**config.mk**
```make
export PLATFORM = sky130hd
export DESIGN_NAME = instr_fetch_unit_flat
export DESIGN_NICKNAME = d
export VERILOG_FILES = /design/src/rtl/instr_fetch_unit_if.sv /design/src/rtl/instr_fetch_unit.sv /design/src/flat_wrapper.sv
export SDC_FILE = /design/constraint.sdc
export NUM_CORES = 1
export LEC_CHECK = 0
export ABC_AREA = 0
export BUFFER_PORTS_ARGS = -buffer_cell sky130_fd_sc_hd__buf_2
export CORE_UTILIZATION = 45
export CTS_BUF_LIST = sky130_fd_sc_hd__clkbuf_8
export DETAILED_ROUTE_END_ITERATION = 8
export PLACE_DENSITY = 0.78
export SYNTH_ARGS = -nofsm -noshare
export SYNTH_HDL_FRONTEND = slang
export SYNTH_SLANG_ARGS = --single-unit
```
**constraint.sdc**
```tcl
create_clock -name clk -period 3.3 [get_ports clk]
set_input_delay 0.825 -clock clk [delete_from_list [all_inputs] [get_ports clk]]
set_output_delay 0.825 -clock clk [all_outputs]
set_load 0.02 [all_outputs]
```
**src/rtl/instr_fetch_unit_if.sv**
```systemverilog
// Fetch-stage bus: instruction memory port, decode-side IF/ID handoff and redirect input.
// FETCH_PERF_CNT_EN adds the perf_fetched/perf_bubbles counter outputs.
interface instr_fetch_unit_if;
    logic [31:0] imem_address;
    logic [31:0] imem_instruction;
    logic        id_ready;
    logic        redirect_valid;
    logic [31:0] redirect_target;
    logic        if_id_valid;
    logic [31:0] if_id_instr;
    logic [31:0] if_id_pc;
    logic [31:0] if_id_pc_plus4;
    logic        if_id_fault;
    logic        fetch_misalign;
`ifdef FETCH_PERF_CNT_EN
    logic [31:0] perf_fetched;
    logic [31:0] perf_bubbles;
`endif

    modport master (
        output imem_address,
        input  imem_instruction,
        input  id_ready,
        input  redirect_valid,
        input  redirect_target,
        output if_id_valid,
        output if_id_instr,
        output if_id_pc,
        output if_id_pc_plus4,
        output if_id_fault,
`ifdef FETCH_PERF_CNT_EN
        output perf_fetched,
        output perf_bubbles,
`endif
        output fetch_misalign
    );

    modport slave (
        input  imem_address,
        output imem_instruction,
        output id_ready,
        output redirect_valid,
        output redirect_target,
        input  if_id_valid,
        input  if_id_instr,
        input  if_id_pc,
        input  if_id_pc_plus4,
        input  if_id_fault,
`ifdef FETCH_PERF_CNT_EN
        input  perf_fetched,
        input  perf_bubbles,
`endif
        input  fetch_misalign
    );
endinterface

```
**src/rtl/instr_fetch_unit.sv**
```systemverilog
// PC owner + IF/ID register; one-edge fetch latency, holds on decode stall, redirect beats stall.
// Optional FETCH_PERF_CNT_EN adds accepted-instruction and bubble counters.
module instr_fetch_unit #(
    parameter logic [31:0] RESET_PC       = 32'h0000_0000,
    parameter int          IMEM_ADDR_BITS = 8,
    parameter logic [31:0] NOP_INSTR      = 32'h0000_0013
) (
    input  logic               clk,
    input  logic               reset,
    instr_fetch_unit_if.master bus
);
    logic [31:0] r_pc;
    logic        r_valid;
    logic [31:0] r_instr;
    logic [31:0] r_id_pc;
    logic [31:0] r_id_pc4;
    logic        r_fault;
    logic        r_misalign;

    logic        w_advance;
    logic        w_in_range;
    logic [31:0] w_pc_plus4;

    assign w_advance  = !r_valid || bus.id_ready;
    assign w_in_range = (r_pc[31:IMEM_ADDR_BITS] == '0);
    assign w_pc_plus4 = r_pc + 32'd4;

    always_ff @(posedge clk) begin
        if (reset) begin
            r_pc       <= RESET_PC;
            r_valid    <= 1'b0;
            r_instr    <= NOP_INSTR;
            r_id_pc    <= 32'd0;
            r_id_pc4   <= 32'd0;
            r_fault    <= 1'b0;
            r_misalign <= 1'b0;
        end else if (bus.redirect_valid) begin
            r_pc       <= {bus.redirect_target[31:2], 2'b00};
            r_valid    <= 1'b0;
            r_instr    <= NOP_INSTR;
            r_fault    <= 1'b0;
            r_misalign <= |bus.redirect_target[1:0];
        end else begin
            r_misalign <= 1'b0;
            if (w_advance) begin
                r_pc     <= w_pc_plus4;
                r_valid  <= 1'b1;
                r_id_pc  <= r_pc;
                r_id_pc4 <= w_pc_plus4;
                // Out-of-range fetches never forward aliased memory contents.
                r_instr  <= w_in_range ? bus.imem_instruction : NOP_INSTR;
                r_fault  <= !w_in_range;
            end
        end
    end

    assign bus.imem_address   = r_pc;
    assign bus.if_id_valid    = r_valid;
    assign bus.if_id_instr    = r_instr;
    assign bus.if_id_pc       = r_id_pc;
    assign bus.if_id_pc_plus4 = r_id_pc4;
    assign bus.if_id_fault    = r_fault;
    assign bus.fetch_misalign = r_misalign;

`ifdef FETCH_PERF_CNT_EN
    logic [31:0] r_perf_fetched;
    logic [31:0] r_perf_bubbles;

    always_ff @(posedge clk) begin
        if (reset) begin
            r_perf_fetched <= 32'd0;
            r_perf_bubbles <= 32'd0;
        end else if (bus.id_ready) begin
            if (r_valid) r_perf_fetched <= r_perf_fetched + 32'd1;
            else         r_perf_bubbles <= r_perf_bubbles + 32'd1;
        end
    end

    assign bus.perf_fetched = r_perf_fetched;
    assign bus.perf_bubbles = r_perf_bubbles;
`endif
endmodule

```
**src/flat_wrapper.sv**
```systemverilog
// flat-port wrapper written by rule: the top's interface ports become plain ports
module instr_fetch_unit_flat 
#(
    parameter logic [31:0] RESET_PC       = 32'h0000_0000,
    parameter int          IMEM_ADDR_BITS = 8,
    parameter logic [31:0] NOP_INSTR      = 32'h0000_0013
)
  (clk, reset, bus_imem_address, bus_imem_instruction, bus_id_ready, bus_redirect_valid, bus_redirect_target, bus_if_id_valid, bus_if_id_instr, bus_if_id_pc, bus_if_id_pc_plus4, bus_if_id_fault, bus_fetch_misalign);
  instr_fetch_unit_if bus_i ();
  input  logic clk;
  input  logic reset;
  output wire logic [$bits(bus_i.imem_address)-1:0] bus_imem_address;
  input wire logic [$bits(bus_i.imem_instruction)-1:0] bus_imem_instruction;
  input wire logic [$bits(bus_i.id_ready)-1:0] bus_id_ready;
  input wire logic [$bits(bus_i.redirect_valid)-1:0] bus_redirect_valid;
  input wire logic [$bits(bus_i.redirect_target)-1:0] bus_redirect_target;
  output wire logic [$bits(bus_i.if_id_valid)-1:0] bus_if_id_valid;
  output wire logic [$bits(bus_i.if_id_instr)-1:0] bus_if_id_instr;
  output wire logic [$bits(bus_i.if_id_pc)-1:0] bus_if_id_pc;
  output wire logic [$bits(bus_i.if_id_pc_plus4)-1:0] bus_if_id_pc_plus4;
  output wire logic [$bits(bus_i.if_id_fault)-1:0] bus_if_id_fault;
  output wire logic [$bits(bus_i.fetch_misalign)-1:0] bus_fetch_misalign;
  assign bus_imem_address = bus_i.imem_address;
  assign bus_i.imem_instruction = bus_imem_instruction;
  assign bus_i.id_ready = bus_id_ready;
  assign bus_i.redirect_valid = bus_redirect_valid;
  assign bus_i.redirect_target = bus_redirect_target;
  assign bus_if_id_valid = bus_i.if_id_valid;
  assign bus_if_id_instr = bus_i.if_id_instr;
  assign bus_if_id_pc = bus_i.if_id_pc;
  assign bus_if_id_pc_plus4 = bus_i.if_id_pc_plus4;
  assign bus_if_id_fault = bus_i.if_id_fault;
  assign bus_fetch_misalign = bus_i.fetch_misalign;
  instr_fetch_unit #(.RESET_PC(RESET_PC), .IMEM_ADDR_BITS(IMEM_ADDR_BITS), .NOP_INSTR(NOP_INSTR)) u_core (.clk(clk), .reset(reset), .bus(bus_i));
endmodule
```
* Word level (Yosys, flattened, before mapping)
Index checks and enable logic that the tools add are counted.
Storage, ports and cells: flip-flop bits (word level) 131, input bits 68, output and inout bits 131, logic and storage cells 22
Cells by class: $add $sub $neg 1, muxes and demuxes 3, bitwise logic cells 1, reduce and logical (&&, ||, !) cells 9
Operator list (count):
- 32-bit 2-to-1 mux | 3
- 32-bit by 3-bit adder with 32-bit output (second input constant) | 1
- 24-bit logical NOT | 1
- 2-bit OR reduction | 3
- 1-bit logical NOT | 2
- 2-bit AND reduction | 1
- 2-bit nonzero test | 1
- 1-bit logical OR | 1
- 1-bit NOT | 1

* Logic depth before layout (Yosys ltp)
Gate-level depths: netlist of run 1.
depth in word-level cells 4, depth in mapped cells 8

* Worst setup path before layout of run 1
Ideal clock, no wire load.
kind input to register, start point input port bus_id_ready, end point register u_core.r_id_pc[15] (netlist: u_core.bus.if_id_pc[15]), setup time 0.070 ns, arrival 1.952 ns, setup slack 1.278 ns, cell stages on the path 7, path through nand2b_1 -> clkbuf_1 -> nand2_1 -> clkbuf_1 -> buf_1 -> nand2_1 -> a21oi_1
Between the ends: longest elaborated chain between the ends 2
RTL lines:
- start: declaration | line flat_wrapper.sv:14 | input wire logic [$bits(bus_i.id_ready)-1:0] bus_id_ready;
- 1-bit logical OR | line instr_fetch_unit.sv:24 | assign w_advance = !r_valid || bus.id_ready;
- 2-bit AND reduction (no line)
- end signal: assignment | line instr_fetch_unit.sv:48 | r_id_pc <= r_pc;
- end: declaration | line instr_fetch_unit.sv:15 | logic [31:0] r_id_pc;
Every way passes these cells. A chain may end at the register's enable or synchronous reset.

* Final worst setup path of run 1
start point register u_core.r_pc[8] (netlist: u_core.bus.imem_address[8]), end point register u_core.r_instr[7] (netlist: u_core.bus.if_id_instr[7])
Between the ends: longest elaborated chain between the ends 2
RTL lines:
- start: declaration | line instr_fetch_unit.sv:12 | logic [31:0] r_pc;
- start signal: assignment | line instr_fetch_unit.sv:38 | r_pc <= {bus.redirect_target[31:2], 2'b00};
- start signal: assignment | line instr_fetch_unit.sv:46 | r_pc <= w_pc_plus4;
- 24-bit logical NOT | line instr_fetch_unit.sv:25 | assign w_in_range = (r_pc[31:IMEM_ADDR_BITS] == '0);
- 32-bit 2-to-1 mux | line instr_fetch_unit.sv:51 | r_instr <= w_in_range ? bus.imem_instruction : NOP_INSTR;
- end signal: assignment | line instr_fetch_unit.sv:51
- end: declaration | line instr_fetch_unit.sv:14 | logic [31:0] r_instr;
Every way passes these cells.

==> results of run 1 <==
## where the power goes
group          internal [mW]  switching [mW]  leakage, nW  total (mW)
clock network          0.834           0.594        0.234        1.43
registers               1.58          0.0769         1.02        1.65
logic                  0.157           0.270         1.60       0.427
## layout by cell type (no fill, tap or decap), types with 2 or more instances in the layout
| cell type | n |
|---|---|
| xnor2_1 | 35 |
| dfxtp_1 | 125 |
| nand4_4 | 3 |
| bufinv_16 | 3 |
| a21oi_1 | 79 |
| nand2_1 | 122 |
| nor3_1 | 15 |
| xor2_1 | 7 |
| or2_2 | 2 |
| or3_1 | 11 |
| inv_1 | 8 |
| conb_1 | 6 |
| nand3_1 | 39 |
| clkbuf_8 | 22 |
| a211oi_1 | 31 |
| o21bai_1 | 3 |
| buf_2 | 191 |
| and3_1 | 8 |
| nor4_1 | 10 |
| buf_4 | 10 |
| nand4_1 | 8 |
| o21ai_0 | 15 |
| and4_1 | 4 |
| nor2_1 | 64 |
| clkinv_2 | 3 |
| a311oi_1 | 10 |
## cell type report
class / count / area [µm²] / share of cell area (%)
antenna: 1 / 2.50 / 0.0364
clock buffer: 22 / 303 / 4.40
clock inverter: 10 / 120 / 1.75
inverter: 4 / 15.0 / 0.218
multi-input combinational: 491 / 2700 / 39.2
sequential: 125 / 2500 / 36.4
tap: 147 / 184 / 2.68
timing repair buffer: 202 / 1050 / 15.3
## metal layers
metal,routed length (µm),global-route usage [%]
met4,181,9.07
met3,1390,9.59
met5,0,0
met2,7110,40.2
met1,6880,31.5
## cells by family (layout without fill, tap and decap cells)
| group | after synthesis | in the layout | synth area share (%) |
|---|---|---|---|
| simple gates | 298 | 298 | 25.4 |
| compound gates | 143 | 143 | 15.5 |
| flops | 125 | 125 | 45.3 |
| buf+inv | 77 | 238 | 6.68 |
| xor+xnor | 42 | 42 | 6.65 |
| fa+ha+maj | 1 | 1 | 0.226 |
| other cells | 1 | 7 | 0.0678 |
| mux | 1 | 1 | 0.181 |
## worst max-delay path, delay by kind of cell, from the launching register on
kind,cells,cell delay [ns]
simple gates,4,1.44
compound gates,1,0.17
flops,1,0.39
buf+inv,1,0.32
## per-stage QoR
stage / instance area [µm²] / util, % / hold slack (ns) / power (mW) / cells
after CTS: 6870 / 57.2 / 0.450 / 3.54 / 1001
after global routing: 6870 / 57.2 / 0.463 / 3.65 / 1001
after global placement: 6450 / 53.7 / 0.436 / 2.11 / 969
after detailed placement: 6450 / 53.7 / 0.440 / 2.11 / 969
final: 6870 / 57.2 / 0.446 / 3.51 / 1002
after floorplan: 5550 / - / 0.530 / 1.95 / 693
## final timing paths
kind | startpoint | to | slack (ns) | depth (start not counted)
worst max-delay path | u_core.bus.imem_address[8] | u_core.bus.if_id_instr[7] | 0.90 | 6
worst min-delay path | u_core.bus.if_id_instr[17] | u_core.bus.if_id_instr[17] | 0.45 | 2
worst max register to register | u_core.bus.imem_address[8] | u_core.bus.if_id_instr[7] | 0.90 | 6
worst min register to register | u_core.bus.if_id_instr[17] | u_core.bus.if_id_instr[17] | 0.45 | 2
## state kept, by name, summed over array words and instances (netlist names)
| name | cells |
|---|---|
| u_core.bus.fetch_misalign | 1 |
| u_core.bus.if_id_fault | 1 |
| u_core.bus.if_id_instr | 32 |
| u_core.bus.if_id_pc | 30 |
| u_core.bus.if_id_pc_plus4 | 30 |
| u_core.bus.if_id_valid | 1 |
| u_core.bus.imem_address | 30 |
==> flow_summary.json, run 1 <==
{
  "hold_class": "reg -> reg",
  "synth_area_leaders": "dfxtp_1 (45%), nand2_1 (8.3%), a21oi_1 (7.2%)",
  "status": "completed",
  "synth_edf_count": 0,
  "p_leak_nw": 2.86,
  "fmax_mhz": 417,
  "hold_viol": 0,
  "grt_max_degree": 64,
  "yosysUniqueCellTypes": 44,
  "grt_pass1_wl_mm": 25.1,
  "dieArea_um2": 12700,
  "yosys_warnings": 0,
  "synthCells": 688,
  "worst_pin_slew_ns": 0.670,
  "dr.pass1.iters": 5,
  "relSlewSlack_pct": 55.3,
  "slew_viol_final": 0,
  "arrival_ns": 2.77,
  "gp_congestion": 0.785,
  "drc_errors": 0,
  "syn-cell-area_um2": 5530,
  "p_per_area_nw_per_um2": 510,
  "grt_usage_pct": 25.4,
  "finalNetCount": 910,
  "ir_worst_vdd_v": 0.000290,
  "grt-ovfl-total": 0,
  "grt_pass1_vias": 4956,
  "cts.path.max_buffers": 2,
  "design.core.area_um2": 12000,
  "cts.reportedPaths.clkPinSlew_ns": 0.07,
  "path_max_fanout": 17,
  "worstSetupStartpointType": "register",
  "place_ws_ns": 0.914,
  "cpMaxStageDelayCell": "nor2_2",
  "via_count": 5320,
  "synthFlopType": "dfxtp_1",
  "routed_wl_mm": 15.6,
  "clock-sinks": 125,
  "holdBufCountCts": 0,
  "insertion_delay_ns": 0.45,
  "nFillCells": 1161,
  "cts_resized": 0,
  "drv_cap": 0,
  "yosysTopAreaCell": "dfxtp_1",
  "setup_tns_ns": 0,
  "synth_common_cells": "dfxtp_1 (125), nand2_1 (122), a21oi_1 (79)",
  "wire_per_inst_um": 15.5,
  "ant_nets": 0,
  "die_h_um": 113,
  "root_buffer": "clkbuf_8",
  "period_minus_slack_ns": 2.40,
  "cts_setup_buffers": 0,
  "antenna_found_initial": 1,
  "drt_iter0_drc": 388,
  "area_growth_pct": 24.3,
  "synth_most_common_cell": "dfxtp_1",
  "place.port_buffers": 192,
  "slowest_delay_ns": 0.54,
  "synth_seq_cells": 125,
  "period_share_pct": 72.7,
  "ys_async_sr_fraction_pct": 0,
  "rsz0062_at_grt": "false",
  "fp-row-count": 40,
  "cp-end-kind": "register",
  "synth.top_cell.area_share_pct": 45.3,
  "routed_via_density": 5.31,
  "required_ns": 3.67,
  "critical_path_class": "reg -> reg",
  "htree_levels": 4,
  "dieWidth_um": 113,
  "drive_above_1_share_pct": 28.6,
  "cts_tree": "done",
  "finClkSkew_ns": 0.0121,
  "hpwl_mm": 10.8,
  "yosysSeqAreaShare_pct": 45.3,
  "setup_viol": 0,
  "io_pins": 199,
  "fin_ws_ns": 0.902,
  "crit_chain": "nor4_1 > nand4_1 > nor2_2 > buf_4 > nand3_1 > a21oi_1",
  "cts_buffers": 17,
  "start_util_pct": 46.0,
  "syn_avg_cell_area_um2": 8.04
}
No activity file was read; power rests on OpenSTA's default activity.
==> inputs of run 2 (changes only) <==
- clock period: 3.3 -> 2.3 ns (I/O delays scaled with it)
==> flow_summary.json, run 2 (same netlist as run 1, synthesis figures left out) <==
{
  "place.port_buffers": 192,
  "critPathTopFamily": "simple AND/OR/NAND/NOR gates",
  "root_buffer": "clkbuf_8",
  "drt_iter0_drc": 378,
  "p_per_area_nw_per_um2": 700,
  "grt_pass1_vias": 5030,
  "wl_met1_mm": 6.80,
  "layout_common_cells": "buf_2 (191), dfxtp_1 (125), nand2_1 (122)",
  "io_pins": 199,
  "period_share_pct": 91.5,
  "clock-sinks": 125,
  "cts_setup_buffers": 0,
  "fp-row-count": 40,
  "postPlaceCellArea_um2": 6670,
  "top_layer": "met4",
  "wire_per_inst_um": 15.3,
  "critPathBufInv": 0,
  "fmax_mhz": 475,
  "grt_pass1_wl_mm": 25.1,
  "routed_via_density": 5.34,
  "slew_viol_final": 0,
  "grt_max_degree": 92,
  "stdcell_area_um2": 7060,
  "cp-end-kind": "register",
  "antenna_found_initial": 1,
  "setup_viol": 0,
  "cts.path.max_buffers": 2,
  "gp_congestion": 0.785,
  "holdBufCountCts": 0,
  "die_h_um": 113,
  "grt-ovfl-total": 0,
  "hold_class": "in -> reg",
  "dieWidth_um": 113,
  "cts_buffers": 17,
  "ir_worst_vdd_v": 0.000298,
  "design.core.area_um2": 12000,
  "worst_pin_slew_ns": 0.589,
  "insertion_delay_ns": 0.44,
  "critical_path_class": "reg -> reg",
  "finalNetCount": 934,
  "drv_cap": 0,
  "period_minus_slack_ns": 2.10,
  "instances_no_fill": 1023,
  "arrival_ns": 2.48,
  "cts_tree": "done",
  "drive_above_1_share_pct": 30.9,
  "hold_viol": 0,
  "grt_usage_pct": 25.1,
  "area_growth_pct": 27.7,
  "status": "completed",
  "ant_nets": 0,
  "required_ns": 2.68,
  "setup_tns_ns": 0,
  "relSlewSlack_pct": 60.8,
  "dr.pass1.iters": 5,
  "fin_util_pct": 58.8,
  "route.met2.wl_mm": 7.26,
  "cts_resized": 0,
  "htree_levels": 4,
  "p_leak_nw": 2.96,
  "drc_errors": 0,
  "finClkSkew_ns": 0.00747,
  "place_inst": 993,
  "nFillCells": 1122,
  "cts.reportedPaths.clkPinSlew_ns": 0.07,
  "dieArea_um2": 12700,
  "worstSetupStartpointType": "register",
  "routed_wl_mm": 15.7,
  "via_count": 5464,
  "path_max_fanout": 15,
  "slowest_delay_ns": 0.51,
  "rsz0062_at_grt": "false",
  "hpwl_mm": 10.9,
  "start_util_pct": 46.0,
  "crit_chain": "and4_1 > nand4_4 > or3_1 > a21o_1 > a21oi_1",
  "report.power.total_mw": 4.94,
  "cpMaxStageDelayCell": "dfxtp_1",
  "final_common_cell": "buf_2",
  "met3_length_mm": 1.32,
  "largest_reg_flops": 32
}
run 2: cell types whose count changed in the layout (fill, tap and decap cells not counted):
cell	previous run	this run
bufinv_16	3	2
and3_2	0	1
buf_4	10	31
and3_1	8	7
inv_1	8	4
clkinvlp_4	0	1
buf_12	1	4
clkinv_2	3	4
run 2: per-stage QoR:
step | worst slack (ns) | hold slack (ns)
6_report | 0.196 | 0.363
2_1_floorplan | 0.340 | 0.530
5_1_grt | 0.0647 | 0.360
3_3_place_gp | 0.242 | 0.435
4_1_cts | 0.220 | 0.341
3_5_place_dp | 0.241 | 0.441
run 2: path summary, 6_finish.rpt:
kind / startpoint / endpoint / slack, ns / cells after the start
worst max-delay path: u_core.bus.imem_address[12] / u_core.bus.imem_address[29] / 0.20 / 5
worst min register to register: u_core.bus.if_id_instr[9] / u_core.bus.if_id_instr[9] / 0.45 / 2
worst min-delay path: bus_redirect_target[5] / u_core.bus.imem_address[5] / 0.36 / 3
worst max register to register: u_core.bus.imem_address[12] / u_core.bus.imem_address[29] / 0.20 / 5
run 2: per-layer routing:
metal	track usage, %	vias to the layer above
met3	7.98	23
met1	31.3	2521
met2	40.4	217
met5	0	-
met4	9.69	0
li1	-	2703
run 2: final cells by class:
type / instances / area [µm²] / area share, %
Multi-Input combinational cell: 491 / 2700 / 38.2
Timing Repair Buffer: 226 / 1270 / 18.0
Clock inverter: 7 / 87.6 / 1.24
Inverter: 4 / 15.0 / 0.213
Antenna cell: 1 / 2.50 / 0.0354
Tap cell: 147 / 184 / 2.60
Sequential cell: 125 / 2500 / 35.4
Clock buffer: 22 / 303 / 4.29
run 2: where the power goes:
group,internal [mW],switching [mW],total [mW]
sequential,2.26,0.0681,2.33
combinational,0.263,0.442,0.705
clock,1.08,0.829,1.91
total,3.60,1.34,4.94
run 2: worst reg2reg max path, cell delays in order, from the launching register on:
cell	delay, ns
dfxtp_1	0.51
and4_1	0.50
nand4_4	0.31
or3_1	0.39
a21o_1	0.20
a21oi_1	0.13
==> inputs of run 3 (changes only) <==
--- a/config.mk
+++ b/config.mk
@@ -13,2 +13,3 @@
 export PLACE_DENSITY = 0.78
+export REMOVE_ABC_BUFFERS = 1
 export SYNTH_ARGS = -nofsm -noshare
==> constraint.sdc (replaced) <==
create_clock -name clk -period 2.3 [get_ports clk]
set_input_delay 0.23 -clock clk [delete_from_list [all_inputs] [get_ports clk]]
set_output_delay 0.23 -clock clk [all_outputs]
set_load 0.02 [all_outputs]
==> flow_summary.json, run 3 (same netlist as run 1, synthesis figures left out) <==
{
  "status": "completed",
  "period_minus_slack_ns": 2.06,
  "io_pins": 199,
  "hold_viol": 0,
  "hpwl_mm": 10.5,
  "root_buffer": "clkbuf_8",
  "seqPwrFrac_pct": 48.4,
  "clock-sinks": 125,
  "area_growth_pct": 26.2,
  "place.port_buffers": 192,
  "htree_levels": 4,
  "diodes": 0,
  "largest_reg_flops": 32,
  "p_per_area_nw_per_um2": 696,
  "routed_via_density": 5.37,
  "stdcell_area_um2": 6980,
  "nFillCells": 1151,
  "slew_viol_final": 0,
  "required_ns": 2.66,
  "worstSetupStartpointType": "register",
  "clock_power_share_pct": 38.0,
  "p_sw_share_pct": 27.7,
  "antenna_found_initial": 1,
  "r2r_slack_ns": 0.24,
  "layout_common_cells": "buf_2 (191), dfxtp_1 (125), nand2_1 (122)",
  "start_util_pct": 46.0,
  "grt_pass1_vias": 5030,
  "rsz0062_at_grt": "false",
  "instances_no_fill": 1015,
  "design.core.area_um2": 12000,
  "cts.path.max_buffers": 2,
  "routed_wl_mm": 15.3,
  "fmax_mhz": 486,
  "slowest_delay_ns": 0.40,
  "period_share_pct": 89.4,
  "drv_cap": 0,
  "p_leak_nw": 2.91,
  "drt_iter0_drc": 487,
  "hold_class": "in -> reg",
  "cp-end-kind": "register",
  "cts.reportedPaths.clkPinSlew_ns": 0.07,
  "postPlaceCellArea_um2": 6560,
  "rr_worst_depth": 5,
  "combPwrFrac_pct": 13.6,
  "dieWidth_um": 113,
  "p_switching_mw": 1.35,
  "arrival_ns": 2.42,
  "setup_viol": 0,
  "fp-row-count": 40,
  "wire_per_inst_um": 15.1,
  "worstHoldEndpoint": "u_core.bus.if_id_instr[15]",
  "critical_path_class": "reg -> reg",
  "grt-ovfl-total": 0,
  "via_count": 5447,
  "drive_above_1_share_pct": 29.5,
  "worstHoldPathCells": 3,
  "worst_pin_slew_ns": 0.835,
  "dieArea_um2": 12700,
  "finalNetCount": 925,
  "final_common_cell": "buf_2",
  "ant_nets": 0,
  "setup_tns_ns": 0,
  "place_inst": 980,
  "p_int_mw": 3.51,
  "cts_tree": "done",
  "cts_buffers": 17,
  "path_max_fanout": 7,
  "relSlewSlack_pct": 44.2,
  "die_h_um": 113,
  "cpMaxStageDelayCell": "dfxtp_1",
  "dr.pass1.iters": 4,
  "drc_errors": 0,
  "grt_pass1_wl_mm": 24.5,
  "finClkSkew_ns": 0.0102,
  "crit_chain": "ha_1 > and3_1 > nand3_1 > or3_1 > a311oi_1",
  "gp_congestion": 0.793,
  "hp-start": "bus_imem_instruction[15]",
  "timing.rr.start": "u_core.bus.imem_address[3]",
  "reg2reg_to": "u_core.bus.imem_address[18]",
  "grt_max_degree": 92,
  "insertion_delay_ns": 0.46,
  "grt_usage_pct": 24.7,
  "ir_worst_vdd_v": 0.000344
}
run 3: cell types whose count changed in the layout (fill, tap and decap cells not counted):
cell	delta
and3_2	-1
and3_1	+1
buf_4	-12
dlygate4sd3_1	+4
clkbuf_8	+1
bufinv_16	-1
diode_2	-1
inv_1	+2
buf_12	-1
run 3: worst max path at each step:
stage          slack (ns)                          end  cells after the start                        from
6_report             0.24  u_core.bus.imem_address[18]                      5  u_core.bus.imem_address[3]
5_1_grt              0.07  u_core.bus.imem_address[30]                      6  u_core.bus.imem_address[3]
4_1_cts              0.23  u_core.bus.imem_address[18]                      5  u_core.bus.imem_address[3]
3_5_place_dp         0.25  u_core.bus.imem_address[18]                      5  u_core.bus.imem_address[3]
3_3_place_gp         0.28  u_core.bus.imem_address[30]                      6  u_core.bus.imem_address[3]
2_1_floorplan       -2.00  u_core.bus.imem_address[30]                      4      u_core.bus.if_id_valid
run 3: what timing repair did:
action | 4_1_cts | 5_1_grt
buffers inserted | 0 | 0
endpoints found under the setup margin | 0 | 0
hold buffers | 4 | 0
resized for setup | 0 | 0
hold endpoints to repair | 4 | 0
run 3: worst max-delay path, delay by kind of cell (launching register included):
kind	cells	cell delay, ns
DFF	1	0.40
and+or+nand+nor	3	1.07
AOI/OAI and AO/OA	1	0.25
adders and majority gates	1	0.24
run 3: cell type report:
| class | instances | area, µm² | area share (%) |
|---|---|---|---|
| Timing Repair Buffer | 217 | 1200 | 17.2 |
| Inverter | 4 | 15.0 | 0.215 |
| Sequential cell | 125 | 2500 | 35.9 |
| Clock buffer | 23 | 317 | 4.54 |
| Clock inverter | 8 | 65.1 | 0.932 |
| Tap cell | 147 | 184 | 2.64 |
| Multi-Input combinational cell | 491 | 2700 | 38.6 |
run 3: through the flow:
step | power, mW | worst slack, ns | util [%] | hold WS [ns]
floorplan | 2.75 | -2.00 | - | 0.295
global placement | 3.05 | 0.278 | 54.6 | 0.435
detailed placement | 3.05 | 0.251 | 54.6 | 0.441
CTS | 4.90 | 0.229 | 58.1 | 0.000745
global route | 5.05 | 0.0701 | 58.1 | 0.00881
finish | 4.86 | 0.243 | 58.1 | 0.0256
run 3: power groups by stage:
stage / sequential [mW] / clock [mW] / combinational [mW]
floorplan: 2.52 / 0 / 0.235
global placement: 2.40 / 0 / 0.649
detailed placement: 2.40 / 0 / 0.653
CTS: 2.35 / 1.89 / 0.661
global route: 2.37 / 1.97 / 0.720
finish: 2.35 / 1.85 / 0.659
run 3: layer usage:
metal | vias up | track usage, % | part of all wire, %
li1 | 2698 | - | -
met1 | 2512 | 29.9 | 43
met2 | 205 | 39.4 | 46
met3 | 30 | 9.11 | 8.3
met4 | 2 | 10.6 | 2.1
met5 | - | 0 | 0.085
